`src/rtl/fifo_burst_reader.sv`:
```
// fifo_burst_reader: drains a showahead FIFO in bursts of BURST_LEN words (or a
// short burst after TIMEOUT non-empty idle cycles) onto a valid/ready stream,
// marking the final word of each burst with last_o.
// Ports:
//   clk_i, srst_i               clock, synchronous active-high reset
//   fifo_q_i, fifo_empty_i,     showahead FIFO head word, empty flag, fill level
//   fifo_usedw_i
//   fifo_rdreq_o                FIFO pop (combinational from state and inputs)
//   data_o, valid_o, last_o     output stream, fed from a 2-entry buffer
//   ready_i                     consumer ready
//   busy_o                      burst in progress or buffered words pending
module fifo_burst_reader #(
  parameter int unsigned DWIDTH    = 16,
  parameter int unsigned AWIDTH    = 5,
  parameter int unsigned BURST_LEN = 8,
  parameter int unsigned TIMEOUT   = 16
) (
  input  logic              clk_i,
  input  logic              srst_i,
  input  logic [DWIDTH-1:0] fifo_q_i,
  input  logic              fifo_empty_i,
  input  logic [AWIDTH:0]   fifo_usedw_i,
  output logic              fifo_rdreq_o,
  output logic [DWIDTH-1:0] data_o,
  output logic              valid_o,
  output logic              last_o,
  input  logic              ready_i,
  output logic              busy_o
);

  localparam int unsigned CW = AWIDTH + 1;
  localparam int unsigned TW = (TIMEOUT > 0) ? $clog2(TIMEOUT + 1) : 1;
  localparam logic [CW-1:0] BURST_LEN_W = CW'(BURST_LEN);
  localparam logic [TW-1:0] TMO_LAST    = TW'((TIMEOUT == 0) ? 0 : TIMEOUT - 1);

  typedef enum logic {
    IDLE  = 1'b0,
    BURST = 1'b1
  } state_t;

  state_t            state_q;
  state_t            state_d;
  logic [CW-1:0]     len_q;
  logic [CW-1:0]     cnt_q;
  logic [TW-1:0]     tmo_q;
  logic [DWIDTH-1:0] buf_data_q [2];
  logic [1:0]        buf_last_q;
  logic [1:0]        buf_cnt_q;

  logic full_start;
  logic tmo_start;
  logic pop;
  logic pop_last;
  logic pull;
  logic wr_idx;

  // Burst start conditions and per-pop bookkeeping
  always_comb begin
    full_start = (fifo_usedw_i >= BURST_LEN_W);
    tmo_start  = (TIMEOUT != 0) && !fifo_empty_i && (tmo_q == TMO_LAST);
    pop        = fifo_rdreq_o;
    pop_last   = ((cnt_q + CW'(1)) == len_q);
    pull       = valid_o && ready_i;
    // A pop lands behind whatever survives this cycle's transfer
    wr_idx     = (buf_cnt_q == 2'd1) && !pull;
  end

  // State register
  always_ff @(posedge clk_i) begin
    if (srst_i) begin
      state_q <= IDLE;
    end else begin
      state_q <= state_d;
    end
  end

  // Next-state logic
  always_comb begin
    state_d = state_q;
    case (state_q)
      IDLE:    if (full_start || tmo_start) state_d = BURST;
      BURST:   if (pop && pop_last)         state_d = IDLE;
      default: state_d = IDLE;
    endcase
  end

  // Output logic; pops are suppressed while reset is asserted
  always_comb begin
    fifo_rdreq_o = 1'b0;
    if ((state_q == BURST) && !fifo_empty_i && (buf_cnt_q < 2'd2) && !srst_i) begin
      fifo_rdreq_o = 1'b1;
    end
    valid_o = (buf_cnt_q != 2'd0);
    busy_o  = (state_q == BURST) || (buf_cnt_q != 2'd0);
    data_o  = buf_data_q[0];
    last_o  = buf_last_q[0];
  end

  // Burst length, pop counter and idle timeout counter
  always_ff @(posedge clk_i) begin
    if (srst_i) begin
      len_q <= '0;
      cnt_q <= '0;
      tmo_q <= '0;
    end else if (state_q == IDLE) begin
      if (full_start) begin
        len_q <= BURST_LEN_W;
        tmo_q <= '0;
      end else if (tmo_start) begin
        len_q <= fifo_usedw_i;
        tmo_q <= '0;
      end else if (!fifo_empty_i) begin
        tmo_q <= tmo_q + TW'(1);
      end else begin
        tmo_q <= '0;
      end
    end else if (pop) begin
      cnt_q <= pop_last ? '0 : cnt_q + CW'(1);
    end
  end

  // Two-entry output buffer; entry 0 is the head shown on the stream
  always_ff @(posedge clk_i) begin
    if (srst_i) begin
      buf_data_q[0] <= '0;
      buf_data_q[1] <= '0;
      buf_last_q    <= '0;
      buf_cnt_q     <= '0;
    end else begin
      if (pull) begin
        buf_data_q[0] <= buf_data_q[1];
        buf_last_q[0] <= buf_last_q[1];
      end
      if (pop) begin
        if (wr_idx) begin
          buf_data_q[1] <= fifo_q_i;
          buf_last_q[1] <= pop_last;
        end else begin
          buf_data_q[0] <= fifo_q_i;
          buf_last_q[0] <= pop_last;
        end
      end
      case ({pop, pull})
        2'b10:   buf_cnt_q <= buf_cnt_q + 2'd1;
        2'b01:   buf_cnt_q <= buf_cnt_q - 2'd1;
        default: buf_cnt_q <= buf_cnt_q;
      endcase
    end
  end

endmodule

```
`config.mk`:
```
export PLATFORM = sky130hd
export DESIGN_NAME = fifo_burst_reader
export DESIGN_NICKNAME = d
export VERILOG_FILES = /design/src/rtl/fifo_burst_reader.sv
export SDC_FILE = /design/constraint.sdc
export NUM_CORES = 1
export LEC_CHECK = 0
export CAP_MARGIN = 10
export CORE_MARGIN = 8
export CORE_UTILIZATION = 30
export CTS_CLUSTER_SIZE = 25
export DETAILED_ROUTE_END_ITERATION = 10
export PLACE_DENSITY_LB_ADDON = 0.2
export SETUP_SLACK_MARGIN = 0.02
export SKIP_CTS_REPAIR_TIMING = 1
export SLEW_MARGIN = 0
export SYNTH_ARGS = -nofsm -noshare
export SYNTH_HDL_FRONTEND = slang
export SYNTH_SLANG_ARGS = --single-unit
```
`constraint.sdc`:
```
create_clock -name clk_i -period 2.5 [get_ports clk_i]
set_input_delay 0.375 -clock clk_i [delete_from_list [all_inputs] [get_ports clk_i]]
set_output_delay 0.375 -clock clk_i [all_outputs]
set_load 0.02 [all_outputs]
```
==> flow_summary.yaml <==
worst_setup_path:
  cp.required_ns: 2.12
  path_cells: "clkdlybuf4s50_1 > or4b_1 > inv_6 > dlymetal6s2s_1"
  reg2reg_slack_ns: 0.41
  max_stage_delay_ns: 0.61
  crit_slowest_cell: "or4b_1"
  critPathArrivalTime_ns: 1.72
  critPathTopFamily: "buffers and inverters"
  r2r_end: "cnt_q[1]"
  crit_path_end_kind: "output pin"
  cp_max_fo: 2
  critPathBufInv: 3
  worstReg2RegStart: "cnt_q[0]"
  start_kind: "input port"
  critPathKind: "in2out"
  rr_worst_depth: 6
global_routing:
  grtUsageMet3: 0.02521
  grt_first_pass_wirelength_um: 9294
  grt_max_degree: 33
  grt_busiest_layer: "met2"
  gr-total-overflow: 0
  antenna_found_initial: 0
  gr-usage-met1: 0.1168
  grt_use_total: 0.09670
  met2_usage: 0.1649
  grt_pass1_vias: 1964
synthesis:
  synth_top_flop_cell: "edfxtp_1"
  ys_seq_area_frac: 0.5318
  synth.most_common_cell: "nand2_1"
  synth-seq-cells: 54
  yosys-top-cells-area: "edfxtp_1, dfxtp_1, nand2_1"
  synth.net_count: 281
  yosys.cell_types.count: 46
  syn_inst: 249
  synth_top_area_cell: "edfxtp_1"
  yosysTopAreaCellShare: 0.3647
  syn_area_per_cell_um2: 10.58
  yosysWarnings: 0
  syn_area_mm2: 0.002635
  synth_edf_count: 32
  synth_common_cells: "nand2_1, edfxtp_1, dfxtp_1"
  async_reset_ff_frac: 0
final_layout:
  syn_to_final_growth_pct: 26.88
  final_nets: 331
  diodes: 0
  drive_gt1_frac: 0.1333
route:
  vias: 1932
  post_drt_via_cell_ratio: 4.735
  drt-initial-drc-count: 88
  remaining_drc_errors: 0
  antenna_left: 0
  drt_first_pass_iters: 4
  finalWirelength_um: 5480
  routedWlPerCell_um: 13.43
timing:
  setup_tns_ns: 0
  finalCriticalPeriod_ns: 2.096
  slew_headroom: 0.6657
  setup_viol: 0
  final_max_slew_viol_count: 0
  skew_ns: 0.009877
  period_share: 0.8384
  max_freq_mhz: 477.1
  tightest_slew_ns: 0.5014
  final_hold_viol_count: 0
  hold_ws_ns: 0.4770
  rsz0062_at_grt: "false"
cts:
  clock_sinks: 54
  cts_max_path_buffers: 2
  clk_pin_slew_worst_paths_ns: 0.09
  htreeDepth: 2
  insertion_delay_ns: 0.31
  root_buffer: "clkbuf_8"
  cts_tree: "yes"
  numCtsBuffers: 5
die:
  coreArea_mm2: 0.008636
  initial_core_util: 0.3051
  die_w_um: 109.7
  ios: 46
  fp-row-count: 34
  die_y_um: 109.7
  die_area_mm2: 0.01204
pwr:
  p_leak_nw: 1.231
  peakVddDrop_v: 0.0002307
  p_per_area_mw_per_mm2: 731.3
placement:
  gp_congestion: 0.7576
  io_buffer_count: 45
  dpl.hpwl_um: 3861
worst_hold_path:
  min_to: "len_q[0]"
  hp-class: "reg2reg"
  holdPathStages: 2
  hold_start: "len_q[0]"
run_status:
  status: "completed"
flow_run:
  cap_viol_max_count: 0
placed cells by master, fill, tap and decap left out, drive strengths merged, types with 2 or more instances in the layout:
| master | n |
|---|---|
| clkbuf | 6 |
| a211oi | 3 |
| buf | 9 |
| a21oi | 6 |
| or3 | 2 |
| o21ai | 21 |
| nor3 | 11 |
| o211ai | 2 |
| nand2 | 42 |
| nor3b | 2 |
| xor2 | 6 |
| xnor2 | 4 |
| nand3b | 3 |
| nor2 | 13 |
| o31ai | 4 |
| clkdlybuf4s50 | 44 |
| dfxtp | 22 |
| nand3 | 9 |
| a22oi | 2 |
| edfxtp | 32 |
| o21a | 3 |
| nor2b | 19 |
| nand2b | 4 |
| ha | 6 |
| nor4 | 2 |
| and3 | 3 |
| inv | 8 |
layout make-up:
type                       count  area [um2]
clock inverter                 2       37.54
inverter                       8       35.03
sequential                    54        1401
tap                          108       135.1
multi-input combinational    176        1116
clock buffer                   6       72.57
fill                         877        5293
timing repair buffer          54       545.5
kinds of logic (layout without fill, tap and decap cells):
logic type,Yosys count,count (layout),synth area share
flip-flops,54,54,0.5318
XOR/XNOR,10,10,0.03609
AND/OR/NAND/NOR,112,112,0.2232
buffers and inverters,19,70,0.04463
adder cells (fa/ha/maj),6,6,0.02849
AO/OA/AOI/OAI,47,47,0.1320
multiplexers,1,1,0.003799
through the flow:
stage | utilization | std cells | setup slack (ns) | cell area (um2) | power (mW)
global placement | 0.3741 | 400 | 0.005113 | 3231 | 1.877
global route | 0.3871 | 408 | 0.1816 | 3343 | 2.580
detailed placement | 0.3741 | 400 | 0.002883 | 3231 | 1.890
CTS | 0.3868 | 408 | 0.002883 | 3341 | 2.502
floorplan | - | 249 | 0.4634 | 2635 | 1.587
finish | 0.3871 | 408 | 0.4041 | 3343 | 2.445
report_power, final:
part	internal, mW	switching (mW)
combinational	0.324	0.407
clock	0.299	0.293
sequential	1.08	0.0412
total	1.70	0.741
worst register-to-register path: stages (launching register included):
cell and delay [ns]:
dfxtp_1 0.43, ha_1 0.29, xor2_1 0.15, a211oi_1 0.25, o221ai_2 0.25, nor3_1 0.43
o21ai_0 0.16
worst max-delay path by stage:
stage / start / end / slack [ns] / cells after the start
after floorplan: srst_i / buf_data_q[0][0] / 0.46 / 4
after global placement: srst_i / fifo_rdreq_o / 0.005 / 4
after detailed placement: srst_i / fifo_rdreq_o / 0.003 / 4
after CTS: srst_i / fifo_rdreq_o / 0.003 / 4
after global routing: cnt_q[0] / cnt_q[1] / 0.18 / 6
final: srst_i / fifo_rdreq_o / 0.40 / 4
routing by layer:
| metal | part of all wire | vias to the layer above | wire length (um) |
|---|---|---|---|
| met5 | 0 | - | 0 |
| met4 | 0.0097 | 0 | 53 |
| met3 | 0.058 | 5 | 319 |
| met2 | 0.47 | 42 | 2592 |
| met1 | 0.46 | 907 | 2514 |
| li1 | - | 978 | - |
flip-flops by register name, indices dropped and copies added (netlist names):
name,cells
state_q,1
buf_last_q,2
cnt_q,6
tmo_q,5
buf_cnt_q,2
buf_data_q,32
len_q,6
(Power assumes the default switching activity.)
